File: src/rtl/ef_bus_arbiter.sv
// Round-robin arbiter and strobe sequencer for the shared Flash/Ethernet external bus.
// Optional read turnaround cycle is enabled by defining EF_ARB_TURNAROUND_EN.
module ef_bus_arbiter #(
    parameter int AW        = 23,
    parameter int FL_SETUP  = 2,
    parameter int FL_STROBE = 4,
    parameter int FL_HOLD   = 1,
    parameter int EN_SETUP  = 1,
    parameter int EN_STROBE = 3,
    parameter int EN_HOLD   = 1
) (
    input  logic          clk,
    input  logic          rst_n,
    input  logic          fl_req,
    input  logic          fl_we,
    input  logic [AW-1:0] fl_adr,
    input  logic [31:0]   fl_wdata,
    output logic          fl_ack,
    input  logic          en_req,
    input  logic          en_we,
    input  logic [3:0]    en_be_n,
    input  logic [AW-1:0] en_adr,
    input  logic [31:0]   en_wdata,
    output logic          en_ack,
    output logic [31:0]   rdata,
    output logic [AW-1:0] ef_a,
    output logic [31:0]   ef_d_o,
    output logic          ef_d_oe,
    input  logic [31:0]   ef_d_i,
    output logic          flash_ce_n,
    output logic          flash_oe_n,
    output logic          flash_we_n,
    output logic          enet_rd_n,
    output logic          enet_wr_n,
    output logic [3:0]    enet_be_n
);

    typedef enum logic [2:0] {
        S_IDLE,
        S_SETUP,
        S_STROBE,
`ifdef EF_ARB_TURNAROUND_EN
        S_TURN,
`endif
        S_HOLD
    } state_e;

    typedef enum logic { OWN_FL, OWN_EN } owner_e;

    localparam logic [3:0] FL_SU = 4'(FL_SETUP);
    localparam logic [3:0] FL_ST = (FL_STROBE == 0) ? 4'd1 : 4'(FL_STROBE);
    localparam logic [3:0] FL_HO = 4'(FL_HOLD);
    localparam logic [3:0] EN_SU = 4'(EN_SETUP);
    localparam logic [3:0] EN_ST = (EN_STROBE == 0) ? 4'd1 : 4'(EN_STROBE);
    localparam logic [3:0] EN_HO = 4'(EN_HOLD);

    function automatic logic [3:0] setup_of(owner_e o);
        return (o == OWN_FL) ? FL_SU : EN_SU;
    endfunction
    function automatic logic [3:0] strobe_of(owner_e o);
        return (o == OWN_FL) ? FL_ST : EN_ST;
    endfunction
    function automatic logic [3:0] hold_of(owner_e o);
        return (o == OWN_FL) ? FL_HO : EN_HO;
    endfunction

    state_e        state_q, state_d, done_state;
    owner_e        own_q, own_d, last_q, last_d, win;
    logic [3:0]    cnt_q, cnt_d;
    logic          we_q, we_d;
    logic [AW-1:0] adr_q, adr_d;
    logic [31:0]   wdata_q, wdata_d;
    logic [3:0]    be_q, be_d;
    logic [31:0]   rdata_q, rdata_d;
    logic [AW-1:0] ef_a_q, ef_a_d;
    logic [31:0]   ef_d_o_q, ef_d_o_d;
    logic          ef_d_oe_q, ef_d_oe_d;
    logic          flash_ce_n_q, flash_ce_n_d, flash_oe_n_q, flash_oe_n_d;
    logic          flash_we_n_q, flash_we_n_d, enet_rd_n_q, enet_rd_n_d;
    logic          enet_wr_n_q, enet_wr_n_d;
    logic [3:0]    enet_be_n_q, enet_be_n_d;
    logic          fl_ack_q, fl_ack_d, en_ack_q, en_ack_d;
    logic          active, strobing, is_fl, last_cycle;

    // On a tie the requester not served last wins.
    assign win = (fl_req && en_req) ? ((last_q == OWN_EN) ? OWN_FL : OWN_EN)
                                    : (fl_req ? OWN_FL : OWN_EN);

    // NOTE: combinational blocks use blocking '=' and assign every output first, so no latch is inferred.
    always_comb begin
        state_d = state_q;
        cnt_d   = cnt_q;
        own_d   = own_q;
        last_d  = last_q;
        we_d    = we_q;
        adr_d   = adr_q;
        wdata_d = wdata_q;
        be_d    = be_q;
        rdata_d = rdata_q;
`ifdef EF_ARB_TURNAROUND_EN
        done_state = we_q ? S_IDLE : S_TURN;
`else
        done_state = S_IDLE;
`endif
        case (state_q)
            S_IDLE: begin
                if (fl_req || en_req) begin
                    own_d   = win;
                    last_d  = win;
                    we_d    = (win == OWN_FL) ? fl_we : en_we;
                    adr_d   = (win == OWN_FL) ? fl_adr : en_adr;
                    wdata_d = (win == OWN_FL) ? fl_wdata : en_wdata;
                    be_d    = (win == OWN_FL) ? 4'hF : en_be_n;
                    if (setup_of(win) != 4'd0) begin
                        state_d = S_SETUP;
                        cnt_d   = setup_of(win);
                    end else begin
                        state_d = S_STROBE;
                        cnt_d   = strobe_of(win);
                    end
                end
            end
            S_SETUP: begin
                if (cnt_q == 4'd1) begin
                    state_d = S_STROBE;
                    cnt_d   = strobe_of(own_q);
                end else begin
                    cnt_d = cnt_q - 4'd1;
                end
            end
            S_STROBE: begin
                if (cnt_q == 4'd1) begin
                    if (!we_q) rdata_d = ef_d_i;
                    if (hold_of(own_q) != 4'd0) begin
                        state_d = S_HOLD;
                        cnt_d   = hold_of(own_q);
                    end else begin
                        state_d = done_state;
                    end
                end else begin
                    cnt_d = cnt_q - 4'd1;
                end
            end
            S_HOLD: begin
                if (cnt_q == 4'd1) state_d = done_state;
                else               cnt_d   = cnt_q - 4'd1;
            end
            default: state_d = S_IDLE;
        endcase

        // Pins are registered from the next-state view so they line up with the state they describe.
        active     = (state_d == S_SETUP) || (state_d == S_STROBE) || (state_d == S_HOLD);
        strobing   = (state_d == S_STROBE);
        is_fl      = (own_d == OWN_FL);
        last_cycle = (cnt_d == 4'd1) &&
                     ((state_d == S_HOLD) || (strobing && hold_of(own_d) == 4'd0));

        ef_a_d       = adr_d;
        ef_d_o_d     = wdata_d;
        ef_d_oe_d    = active && we_d;
        flash_ce_n_d = !(active && is_fl);
        flash_oe_n_d = !(strobing && is_fl && !we_d);
        flash_we_n_d = !(strobing && is_fl && we_d);
        enet_rd_n_d  = !(strobing && !is_fl && !we_d);
        enet_wr_n_d  = !(strobing && !is_fl && we_d);
        enet_be_n_d  = (active && !is_fl) ? be_d : 4'hF;
        fl_ack_d     = last_cycle && is_fl;
        en_ack_d     = last_cycle && !is_fl;
    end

    // NOTE: sequential state uses non-blocking '<=' and the reset is sampled on the clock edge.
    always_ff @(posedge clk) begin
        if (!rst_n) begin
            state_q      <= S_IDLE;
            cnt_q        <= 4'd0;
            own_q        <= OWN_EN;
            last_q       <= OWN_EN;
            we_q         <= 1'b0;
            adr_q        <= '0;
            wdata_q      <= '0;
            be_q         <= 4'hF;
            rdata_q      <= '0;
            ef_a_q       <= '0;
            ef_d_o_q     <= '0;
            ef_d_oe_q    <= 1'b0;
            flash_ce_n_q <= 1'b1;
            flash_oe_n_q <= 1'b1;
            flash_we_n_q <= 1'b1;
            enet_rd_n_q  <= 1'b1;
            enet_wr_n_q  <= 1'b1;
            enet_be_n_q  <= 4'hF;
            fl_ack_q     <= 1'b0;
            en_ack_q     <= 1'b0;
        end else begin
            state_q      <= state_d;
            cnt_q        <= cnt_d;
            own_q        <= own_d;
            last_q       <= last_d;
            we_q         <= we_d;
            adr_q        <= adr_d;
            wdata_q      <= wdata_d;
            be_q         <= be_d;
            rdata_q      <= rdata_d;
            ef_a_q       <= ef_a_d;
            ef_d_o_q     <= ef_d_o_d;
            ef_d_oe_q    <= ef_d_oe_d;
            flash_ce_n_q <= flash_ce_n_d;
            flash_oe_n_q <= flash_oe_n_d;
            flash_we_n_q <= flash_we_n_d;
            enet_rd_n_q  <= enet_rd_n_d;
            enet_wr_n_q  <= enet_wr_n_d;
            enet_be_n_q  <= enet_be_n_d;
            fl_ack_q     <= fl_ack_d;
            en_ack_q     <= en_ack_d;
        end
    end

    assign fl_ack     = fl_ack_q;
    assign en_ack     = en_ack_q;
    assign rdata      = rdata_q;
    assign ef_a       = ef_a_q;
    assign ef_d_o     = ef_d_o_q;
    assign ef_d_oe    = ef_d_oe_q;
    assign flash_ce_n = flash_ce_n_q;
    assign flash_oe_n = flash_oe_n_q;
    assign flash_we_n = flash_we_n_q;
    assign enet_rd_n  = enet_rd_n_q;
    assign enet_wr_n  = enet_wr_n_q;
    assign enet_be_n  = enet_be_n_q;

endmodule

File: config.mk
export PLATFORM = sky130hd
export DESIGN_NAME = ef_bus_arbiter
export DESIGN_NICKNAME = d
export VERILOG_FILES = /design/src/rtl/ef_bus_arbiter.sv
export SDC_FILE = /design/constraint.sdc
export NUM_CORES = 1
export LEC_CHECK = 0
export BUFFER_PORTS_ARGS = -buffer_cell sky130_fd_sc_hd__buf_4
export CAP_MARGIN = 20
export CELL_PAD_IN_SITES_DETAIL_PLACEMENT = 0
export CELL_PAD_IN_SITES_GLOBAL_PLACEMENT = 1
export CORE_MARGIN = 10
export CORE_UTILIZATION = 31
export CTS_CLUSTER_SIZE = 30
export DETAILED_ROUTE_END_ITERATION = 8
export PLACE_DENSITY_LB_ADDON = 0.15
export SLEW_MARGIN = 30
export SYNTH_ARGS = -nofsm -noshare
export SYNTH_HDL_FRONTEND = slang
export SYNTH_SLANG_ARGS = --single-unit
export TNS_END_PERCENT = 50
File: constraint.sdc
create_clock -name clk -period 2.05 [get_ports clk]
set_input_delay 0.205 -clock clk [delete_from_list [all_inputs] [get_ports clk]]
set_output_delay 0.205 -clock clk [all_outputs]
set_load 0.05 [all_outputs]
## Yosys cells after proc, flatten, opt, wreduce, memory -nomap -nowiden

Cells that the tools add are included.

- Eq/ne operators: 8
- Bitwise logic cells: 2
- $add $sub $neg: 1
- $mul: 0
- Reductions and logical operators: 27
- $lt $le $gt $ge: 0
- Divide/modulo/power cells: 0
- Muxes and demuxes: 28
- Shift operators: 0

Operators by type and width:

| kind | number |
|---|---|
| 2-to-1 mux 32 bit | 1 |
| 2-to-1 mux 4 bit | 7 |
| 2-to-1 mux 23 bit | 1 |
| 2-to-1 mux 3 bit | 7 |
| case mux 4 bit (4 select lines) | 1 |
| logical AND 1 bit | 13 |
| equality test 3 x 2 -> 1 bit (second input constant) | 4 |
| case mux 3 bit (4 select lines) | 1 |
| equality test 4 x 1 -> 1 bit (second input constant) | 2 |
| 2-to-1 mux 1 bit | 8 |
| equality test 3 x 1 -> 1 bit (second input constant) | 2 |
| logical NOT 1 bit | 6 |
| 2-to-1 mux 2 bit | 2 |
| AND reduction 2 bit | 2 |
| nonzero test 4 bit | 1 |
| subtractor 4 x 1 -> 4 bit (second input constant) | 1 |
| logical NOT 3 bit | 1 |
| logical OR 1 bit | 3 |
| AND reduction 3 bit | 1 |
| inverter 1 bit | 2 |

- Memories: 0
- Word-level logic and storage cells: 84
- Bits in latches: 0
- Output and inout bits: 99
- ROM bits: 0
- Flip-flop bits (word level): 113
- Bits in writable memories: 0

## Logic depth before layout (Yosys ltp)

Gate-level depths: netlist of the first run.

- Depth in word-level cells: 12
- Mapped depth: 10

## Worst setup path after synthesis of the first run

Ideal clock, no wire load.

- Path type: reg-to-reg
- Start: register cnt_q[0]
- End: register en_ack_q (netlist: en_ack)
- Path buffers: 0
- Path slack: 241 ps
- Library setup time: 61 ps
- Required time: 1989 ps
- Period minus slack after synthesis: 1809 ps
- Arrival time: 1747 ps
- Stages on the path, launching flop included: 8
- Cells stage by stage: dfxtp_1 > ha_1 > nor3b_4 > inv_2 > ha_1 > mux2i_1 > a222oi_1 > and4_1

- Word-level cells in the longest chain between the ends: 6
- Elaborated cells between the ends (all ways): 15

RTL lines:

| element | line | source |
|---|---|---|
| start: declaration | 69 | `logic [3:0] cnt_q, cnt_d;` |
| start signal: assignment | 196 | `cnt_q <= cnt_d;` |
| subtractor 4 x 1 -> 4 bit / equality test 4 x 1 -> 1 bit (equally long branches) | n/a |  |
| 2-to-1 mux 4 bit (tied with other cells) | 145 | `if (cnt_q == 4'd1) state_d = done_state;` |
| case mux 4 bit (4 select lines) / case mux 3 bit (4 select lines) (equally long branches) | 105 | `case (state_q)` |
| equality test 4 x 1 -> 1 bit / equality test 3 x 2 -> 1 bit (equally long branches) | 155, 156 |  |
| logical AND 1 bit * | 155 | `last_cycle = (cnt_d == 4'd1) &&` |
| logical AND 1 bit * | 168 | `en_ack_d = last_cycle && !is_fl;` |
| end signal: assignment | 214 | `en_ack_q <= en_ack_d;` |
| end: declaration | 82 | `logic fl_ack_q, fl_ack_d, en_ack_q, en_ack_d;` |

Mark *: on every way between the ends. The rest lies on a longest branch, timed or not.
A chain may end at the register's enable or synchronous reset.

## Final worst setup path of the first run

- Start: register cnt_q[1]
- End: register en_ack_q (netlist: en_ack)

The elaborated chain is that of the path after synthesis.

==> results of run 1 <==
==> power breakdown <==
group          total [mW]  internal (mW)  switching (mW)
Sequential           2.38           2.32          0.0635
Clock                3.04           2.10           0.942
Combinational        1.27          0.517           0.754
==> per-layer routing <==
layer	up-vias	GRT usage [%]	wire, um
met2	187	22.9	7140
met3	18	9.38	2080
met1	1973	16.2	6320
met5	-	0	0
met4	0	5.97	219
li1	2302	-	-
==> logic make-up (layout without fill, tap and decap cells) <==
logic type | Yosys count | after routing | synth area share (%)
AO/OA/AOI/OAI | 112 | 112 | 15.8
XOR/XNOR | 1 | 1 | 0.189
adder cells (fa/ha/maj) | 3 | 3 | 0.810
buffers and inverters | 48 | 307 | 4.83
flip-flops | 113 | 113 | 48.8
multiplexers | 57 | 57 | 12.3
other | 1 | 1 | 0.0809
AND/OR/NAND/NOR | 181 | 181 | 17.2
==> what timing repair did <==
action | CTS | global route
gates resized for setup | 0 | 7
setup endpoints to repair | 0 | 3
setup buffers | 0 | 1
==> Yosys cell counts, drive strengths merged <==
cell type / number
xor2: 1
nor3b: 2
mux2i: 57
ha: 3
nor2b: 2
or4b: 2
nor4b: 1
o21ai: 9
dfxtp: 113
nand4: 1
or4: 1
nor2: 68
nand2b: 1
nand3b: 5
o31ai: 1
nand2: 82
buf: 19
nand3: 2
nor4: 2
a21o: 2
conb: 1
inv: 9
a31oi: 2
and4: 3
a31o: 1
o211ai: 1
a32oi: 1
o21a: 1
clkbuf: 20
a222oi: 1
nor3: 6
a21oi: 36
a221oi: 1
and2: 3
a211oi: 56
==> critical path: stages (launching register included) <==
cell and delay (ns):
dfxtp_2 0.32, inv_2 0.07, ha_4 0.13, nor3b_4 0.28
inv_2 0.09, ha_4 0.27, mux2i_1 0.07, a222oi_1 0.40
and4_1 0.25
==> worst min path at each step <==
stage                     startpoint         to  slack [ns]  cells after the start
final                      ef_d_i[6]   rdata[6]        0.05                      3
after global routing       ef_d_i[4]   rdata[4]        0.04                      3
after CTS                  ef_d_i[5]   rdata[5]        0.03                      3
after detailed placement   rdata[19]  rdata[19]        0.45                      2
after global placement     rdata[28]  rdata[28]        0.44                      2
after floorplan            ef_d_i[0]   rdata[0]        0.34                      2
==> metrics by stage <==
step	area (sq um)	hold WS (ns)
final	7390	0.0486
after global routing	7390	0.0356
after CTS	7360	0.0282
after detailed placement	6740	0.448
after global placement	6740	0.443
after floorplan	4640	0.341
==> area by class of cell <==
type / count / area (sq um) / area share (%)
multi-input cells: 355 / 2190 / 29.7
inverters: 9 / 33.8 / 0.457
repair buffers: 267 / 2050 / 27.8
flip-flops and latches: 113 / 2260 / 30.6
well taps: 184 / 230 / 3.11
clock inverters: 4 / 95.1 / 1.29
clock buffers: 27 / 523 / 7.07
==> sequential cells by signal, indices dropped and copies added (netlist names), 3 cells and up <==
| register | flops |
|---|---|
| cnt_q | 4 |
| ef_a | 23 |
| state_q | 3 |
| rdata | 32 |
| be_q | 4 |
| ef_d_o | 32 |
| enet_be_n | 4 |
==> flow_summary.ini, run 1 <==
[floorplanning]
die-area_sq_mm = 0.0202
rows = 44
io_pins = 251
die_h_um = 142
start_util_pct = 31.8
core_area_sq_mm = 0.0146
die_x_um = 142

[clocking]
clockBufferDepth = 2
cts_buffers = 17
cts_root_buf = clkbuf_16
clkTransAtPathRegs_ns = 0.05
cts_hold_buf = 0
clk_latency_ns = 0.41
tritoncts = yes
clock-sinks = 113
htreeDepth = 4

[run]
drv_cap = 0

[power]
leakage_nw = 3.33
ir_worst_vdd_mv = 0.568
p_total_mw = 6.69
power_density_mw_per_mm2 = 905

[drt]
drt_iter0_markers = 145
routedWlPerCell_um = 16.4
vias = 4480
antenna_left = 0
vias_per_cell = 4.67
routed_wl_um = 15800
drc = 0
dr.pass1.iters = 4

[global_route]
antenna_found_initial = 0
grt_overflow = 0
grt_pass1_wl_um = 23900
grt_start_max_net_pins = 65
grt.total_usage_pct = 14.9
grt_pass1_vias = 4591

[placed_design]
dp_cells = 927
gp_congestion = 0.822
place_ws_ns = 0.0644
numPortBuffers = 250
dpl.hpwl_um = 12500

[synthesis]
synthCells = 516
synth_largest_area_cell = dfxtp_1
yosysUniqueCellTypes = 41
yosysWarnings = 0
ys_ff_latch = 113
ys_top_cells_by_area = dfxtp_1, mux2i_1, a211oi_1
synth_top_area_share_pct = 48.8
synth_nets = 671
post_synth.cell_area_avg_sq_um = 8.98
syn_area_sq_mm = 0.00464
seq_area_frac_synth_pct = 48.8

[worst_setup_path]
critPathLaunch = cnt_q[1]
rr_startpoint = cnt_q[1]
cp-endpoint = en_ack
rrSetupSlack_ns = 0.11
cp_data_arrival_time_ns = 2.28
end_kind = flop
r2r-end = en_ack
cp.required_ns = 2.39
cp_max_fo = 5
crit_type = reg2reg
critPathLaunchType = flop
r2r_cells = 8

[final_layout]
synthToLayoutAreaGrowth_pct = 59.5
antenna_cells = 0
final_common_cell = buf_4
finish.utilization_pct = 50.7
fillers = 1350
final_cell_mix = buf_4, dfxtp_1, nand2_1, nor2_1, mux2i_1
drive_gt1_share_pct = 39.6
stdcell_count = 959
nNetsFinal = 918

[timing]
setup_ws_ns = 0.109
final-setup-viol-count = 0
skew_ns = 0.00700
tns_ns = 0
drv_slew = 0
min_period_over_period_pct = 94.7
max_freq_mhz = 515
min_period_ns = 1.94
rsz0062_at_grt = true
hold_viol_final = 0

[run_status]
status = finished, final reports clean

[hold_path]
hold_path_class = in2reg
(Power assumes the default switching activity.)
==> run 2, diff against run 1 <==
--- a/config.mk
+++ b/config.mk
@@ -5,12 +5,13 @@
 export SDC_FILE = /design/constraint.sdc
 export NUM_CORES = 1
 export LEC_CHECK = 0
+export ABC_AREA = 1
 export BUFFER_PORTS_ARGS = -buffer_cell sky130_fd_sc_hd__buf_4
 export CAP_MARGIN = 20
 export CELL_PAD_IN_SITES_DETAIL_PLACEMENT = 0
 export CELL_PAD_IN_SITES_GLOBAL_PLACEMENT = 1
 export CORE_MARGIN = 10
-export CORE_UTILIZATION = 31
+export CORE_UTILIZATION = 30
 export CTS_CLUSTER_SIZE = 30
 export DETAILED_ROUTE_END_ITERATION = 8
 export PLACE_DENSITY_LB_ADDON = 0.15
==> run 2 against run 1 <==
  * Fmax is 8.4% higher
  * Core utilization down 2.9 points
  * First-iteration DRC count is 44% higher
  * Die area up 2.1%
  * Synthesized cell count up 18%
  * Clock power is 1% higher
  * Design area is 2.5% lower
  * Power hardly changed
==> flow_summary.ini, run 2 <==
[drt]
vias = 4972
drc = 0
antenna_left = 0
dr.pass1.iters = 4
routedWlPerCell_um = 17.2
drt_iter0_markers = 209
vias_per_cell = 4.74
routed_wl_um = 18000

[timing]
rsz0062_at_grt = false
final-setup-viol-count = 0
tns_ns = 0
tightest_slew_ns = 0.635
drv_slew = 0
setup_ws_ns = 0.260
skew_ns = 0.00992
maxSlewHeadroom_pct = 57.7
min_period_ns = 1.79
max_freq_mhz = 559
whs_ns = 0.0405
min_period_over_period_pct = 87.3
hold_viol_final = 0

[final_layout]
synthToLayoutAreaGrowth_pct = 56.8
drive_gt1_share_pct = 36.2
fin_area_sq_mm = 0.00721
fillers = 1522
finish.utilization_pct = 47.8
antenna_cells = 0
final_cell_mix = buf_4, a21oi_1, dfxtp_1, nand2_1, o21ai_0
stdcell_count = 1048
nNetsFinal = 1002
final_common_cell = buf_4
multi_input_area_sq_mm = 0.00202
final-seq-area_sq_mm = 0.00226

[floorplanning]
rows = 45
die-area_sq_mm = 0.0207
die_h_um = 144
core_area_sq_mm = 0.0151
start_util_pct = 30.5
die_x_um = 144
io_pins = 251

[synthesis]
synth_compound_area_share_pct = 23.4
synthCells = 609
synth_edf_count = 0
yosysMostFrequentCell = a21oi_1
yosysUniqueCellTypes = 26
yosys.area_share.adder_pct = 0.817
ys_top_cells_by_area = dfxtp_1, a21oi_1, o21ai_0
yosysWarnings = 0
seq_area_frac_synth_pct = 49.2
yosys.area_share.xor_xnor_pct = 0
synthMuxAreaShare_pct = 0
post_synth.cell_area_avg_sq_um = 7.55
synth_nets = 764
synthArstFlopShare_pct = 0
synth_top_area_share_pct = 49.2
synthSimpleGateAreaFrac_pct = 19.2
ys_ff_latch = 113
synth_top_family_by_area = compound AO/OA/AOI/OAI gates
yosys-top-cells-count = a21oi_1, dfxtp_1, nand2_1
syn_area_sq_mm = 0.00460
synth_largest_area_cell = dfxtp_1
dominantRegCellSynth = dfxtp_1

[placed_design]
dp_cells = 1016
place_ws_ns = 0.254
gp_congestion = 0.837
placed_area_sq_mm = 0.00659
dpl.hpwl_um = 13300
numPortBuffers = 250

[worst_setup_path]
cp_data_arrival_time_ns = 2.13
crit_type = reg2reg
rr_startpoint = cnt_q[0]
critPathLaunchType = flop
cp.required_ns = 2.39
critPathLaunch = cnt_q[0]
end_kind = flop
cp_max_fo = 33

[global_route]
grt_pass1_wl_um = 27100
grt.total_usage_pct = 16.8
grt_start_max_net_pins = 57
grt_overflow = 0
antenna_found_initial = 0
grt_pass1_vias = 4953

[clocking]
clockBufferDepth = 2
clk_latency_ns = 0.41
clock-sinks = 113
cts_hold_buf = 0
cts_resized = 0
tritoncts = yes
htreeDepth = 4
postCtsSetupRepairBufs = 0
cts_root_buf = clkbuf_16
cts_buffers = 17
clkTransAtPathRegs_ns = 0.05

[power]
power_density_mw_per_mm2 = 929
ir_worst_vdd_mv = 0.533
p_total_mw = 6.70
leakage_nw = 3.37

[run_status]
status = finished, final reports clean

[hold_path]
min_from = en_be_n[0]
hold_path_class = in2reg

[run]
drv_cap = 0
run 2: cell types whose count changed in the layout (fill, tap and decap cells not counted), sizes merged, moves of 18 or more:
cell    change
nand2      +24
nor2       +18
a211oi     -56
a21oi      +78
inv        +18
mux2i      -57
o21ai      +84
run 2: critical path: stages, from the launching register on:
cell	delay (ns)
dfxtp_1	0.40
ha_1	0.24
nand2_1	0.10
nor2_4	0.16
nand3_4	0.29
inv_2	0.13
buf_4	0.23
nor2_1	0.06
nor2_1	0.10
run 2: power breakdown:
group / internal, mW / switching, mW
logic: 0.456 / 0.777
clock network: 2.08 / 1.00
registers: 2.32 / 0.0635
total: 4.86 / 1.84
run 2: final timing paths:
kind | slack (ns) | endpoint | cells past startpoint
setup / recovery | 0.26 | rdata[14] | 8
hold / removal | 0.04 | be_q[0] | 3
setup reg to reg | 0.26 | rdata[14] | 8
hold reg to reg | 0.48 | rdata[0] | 2
run 2: per-layer routing:
metal  vias to the layer above  GRT usage, %  routed length (um)
li1                       2500             -                   -
met1                      2263          19.3                7560
met2                       191          27.8                8720
met3                        18          6.14                1540
met4                         0          6.23                 198
met5                         -             0                   0
run 2: cells by family after synthesis:
kind of cell	count (synthesis)
buffers and inverters	67
other	1
AOI/OAI and AO/OA	213
and+or+nand+nor	212
adders and majority gates	3
DFF	113
run 2: cell type report:
class / count / share of cell area [%]
Clock buffer: 21 / 6.39
Clock inverter: 11 / 2.22
Inverter: 27 / 1.41
Multi-Input combinational cell: 429 / 28.0
Sequential cell: 113 / 31.4
Tap cell: 188 / 3.26
Timing Repair Buffer: 259 / 27.3
==> run 3, diff against run 2 <==
--- a/config.mk
+++ b/config.mk
@@ -11,7 +11,7 @@
 export CELL_PAD_IN_SITES_DETAIL_PLACEMENT = 0
 export CELL_PAD_IN_SITES_GLOBAL_PLACEMENT = 1
 export CORE_MARGIN = 10
-export CORE_UTILIZATION = 30
+export CORE_UTILIZATION = 27
 export CTS_CLUSTER_SIZE = 30
 export DETAILED_ROUTE_END_ITERATION = 8
 export PLACE_DENSITY_LB_ADDON = 0.15
==> constraint.sdc (replaced) <==
create_clock -name clk -period 1.6 [get_ports clk]
set_input_delay 0.16 -clock clk [delete_from_list [all_inputs] [get_ports clk]]
set_output_delay 0.16 -clock clk [all_outputs]
set_load 0.05 [all_outputs]
==> run 3 against run 2 <==
  * The flow now finishes with violations (negative hold slack)
  * Worst setup slack got worse by 0.22 ns
  * Largest power group unchanged
  * Highest routed layer unchanged
  * Combinational power increased by 43%
  * Global-route usage decreased by 0.60 points
  * Critical path depth increased by 2
  * Worst hold slack got worse by 0.045 ns
  * Sequential cell count unchanged
  * Design area increased by 11%
==> flow_summary.ini, run 3 (synthesized netlist as in run 2, its figures left out) <==
[drt]
routed_wl_um = 19400
vias = 5333
drt_iter0_markers = 200
drc = 0
routedWlPerCell_um = 16.9
vias_per_cell = 4.65
antenna_left = 0
dr.pass1.iters = 4

[global_route]
antenna_found_initial = 0
grt_start_max_net_pins = 50
grt.total_usage_pct = 16.2
grt_pass1_wl_um = 29100
grt_overflow = 0
grt_pass1_vias = 5352

[worst_setup_path]
crit_family = simple AND/OR/NAND/NOR gates
crit_buf_inv = 1
slowest_delay_ns = 0.32
cp_cell_sequence = inv_2 -> ha_4 -> nand3_4 -> ha_1 -> nand2_1 -> nand2_1 -> nor2_1 -> nand3_1 -> nand3_2 -> nor2_1
end_kind = flop
cp_data_arrival_time_ns = 1.86
cp.required_ns = 1.90
critPathLaunchType = flop
crit_type = reg2reg
cp_max_fo = 5
cp_slowest_cell = dfxtp_2

[power]
ir_worst_vdd_mv = 0.729
power_density_mw_per_mm2 = 1090
p_total_mw = 8.79
leakage_nw = 3.68

[timing]
final-setup-viol-count = 0
max_freq_mhz = 642
whs_ns = -0.00489
skew_ns = 0.0124
rsz0062_at_grt = true
min_period_ns = 1.56
setup_ws_ns = 0.0424
min_period_over_period_pct = 97.4
tns_ns = 0
drv_slew = 0
hold_viol_final = 1

[final_layout]
final_cell_mix = buf_4, a21oi_1, dfxtp_1, nand2_1, o21ai_0
finish.utilization_pct = 48.3
drive_gt1_share_pct = 37.8
final_common_cell = buf_4
antenna_cells = 0
nNetsFinal = 1070
synthToLayoutAreaGrowth_pct = 74.8

[placed_design]
dpl.hpwl_um = 14300
place_ws_ns = -0.0220
numPortBuffers = 250
gp_congestion = 0.876

[clocking]
clock-sinks = 113
tritoncts = yes
htreeDepth = 4
clk_latency_ns = 0.41
clkTransAtPathRegs_ns = 0.06
cts_root_buf = clkbuf_16
clockBufferDepth = 2
cts_buffers = 17

[floorplanning]
core_area_sq_mm = 0.0166
die_h_um = 150
die-area_sq_mm = 0.0226
die_x_um = 150
rows = 47
start_util_pct = 27.6
io_pins = 251

[run_status]
status = complete, but fails checks
violations = negative hold slack

[run]
drv_cap = 0

[hold_path]
hold_path_class = in2reg
-- run 3: cell types whose count changed in the layout (fill, tap and decap cells not counted), sizes merged --
cell,delta
buf,+23
dlygate4sd3,+42
clkinv,-1
clkbuf,+2
nand3,+1
-- run 3: cell type report --
class,instances,area [sq um]
clock buffers,21,460
clock inverters,10,159
fillers,1601,8610
inverters,27,109
multi-input cells,430,2100
flip-flops and latches,113,2260
well taps,220,275
repair buffers,326,2660
-- run 3: report_power, final --
group          switching, mW  total [mW]  internal (mW)
sequential            0.0810        3.05           2.97
clock                   1.31        3.98           2.67
combinational           1.06        1.76          0.703
-- run 3: routing by layer --
layer	part of all wire, %	track usage [%]	up-vias
li1	-	-	2639
met1	40	18.3	2459
met2	49	27.2	209
met3	9.2	5.88	26
met4	1.9	6.07	0
met5	0	0	-
-- run 3: path summary, 6_finish.rpt --
| path | depth (start not counted) | slack (ns) | from | end |
|---|---|---|---|---|
| max | 10 | 0.04 | cnt_q[1] | en_ack |
| min | 3 | -0.005 | ef_d_i[25] | rdata[25] |
| max reg2reg | 10 | 0.04 | cnt_q[1] | en_ack |
| min reg2reg | 2 | 0.48 | rdata[9] | rdata[9] |
-- run 3: what timing repair did --
action / 4_1_cts / 5_1_grt
cloned: 0 / 3
buffers inserted: 4 / 5
hold buffers: 42 / 0
pin swaps: 1 / 14
endpoints found under the setup margin: 21 / 91
endpoints found under the hold margin: 40 / 0
gates resized for setup: 2 / 41
-- run 3: metrics by stage --
step / instance area (sq um) / std cells
floorplan: 4600 / 609
global placement: 6740 / 1062
detailed placement: 6740 / 1062
CTS: 7820 / 1139
global route: 8030 / 1147
finish: 8030 / 1147
-- run 3: worst min-delay path, delay by kind of cell --
family	cells	cell delay, ns
and+or+nand+nor	1	0.07
AOI/OAI and AO/OA	1	0.06
buffers and inverters	1	0.08
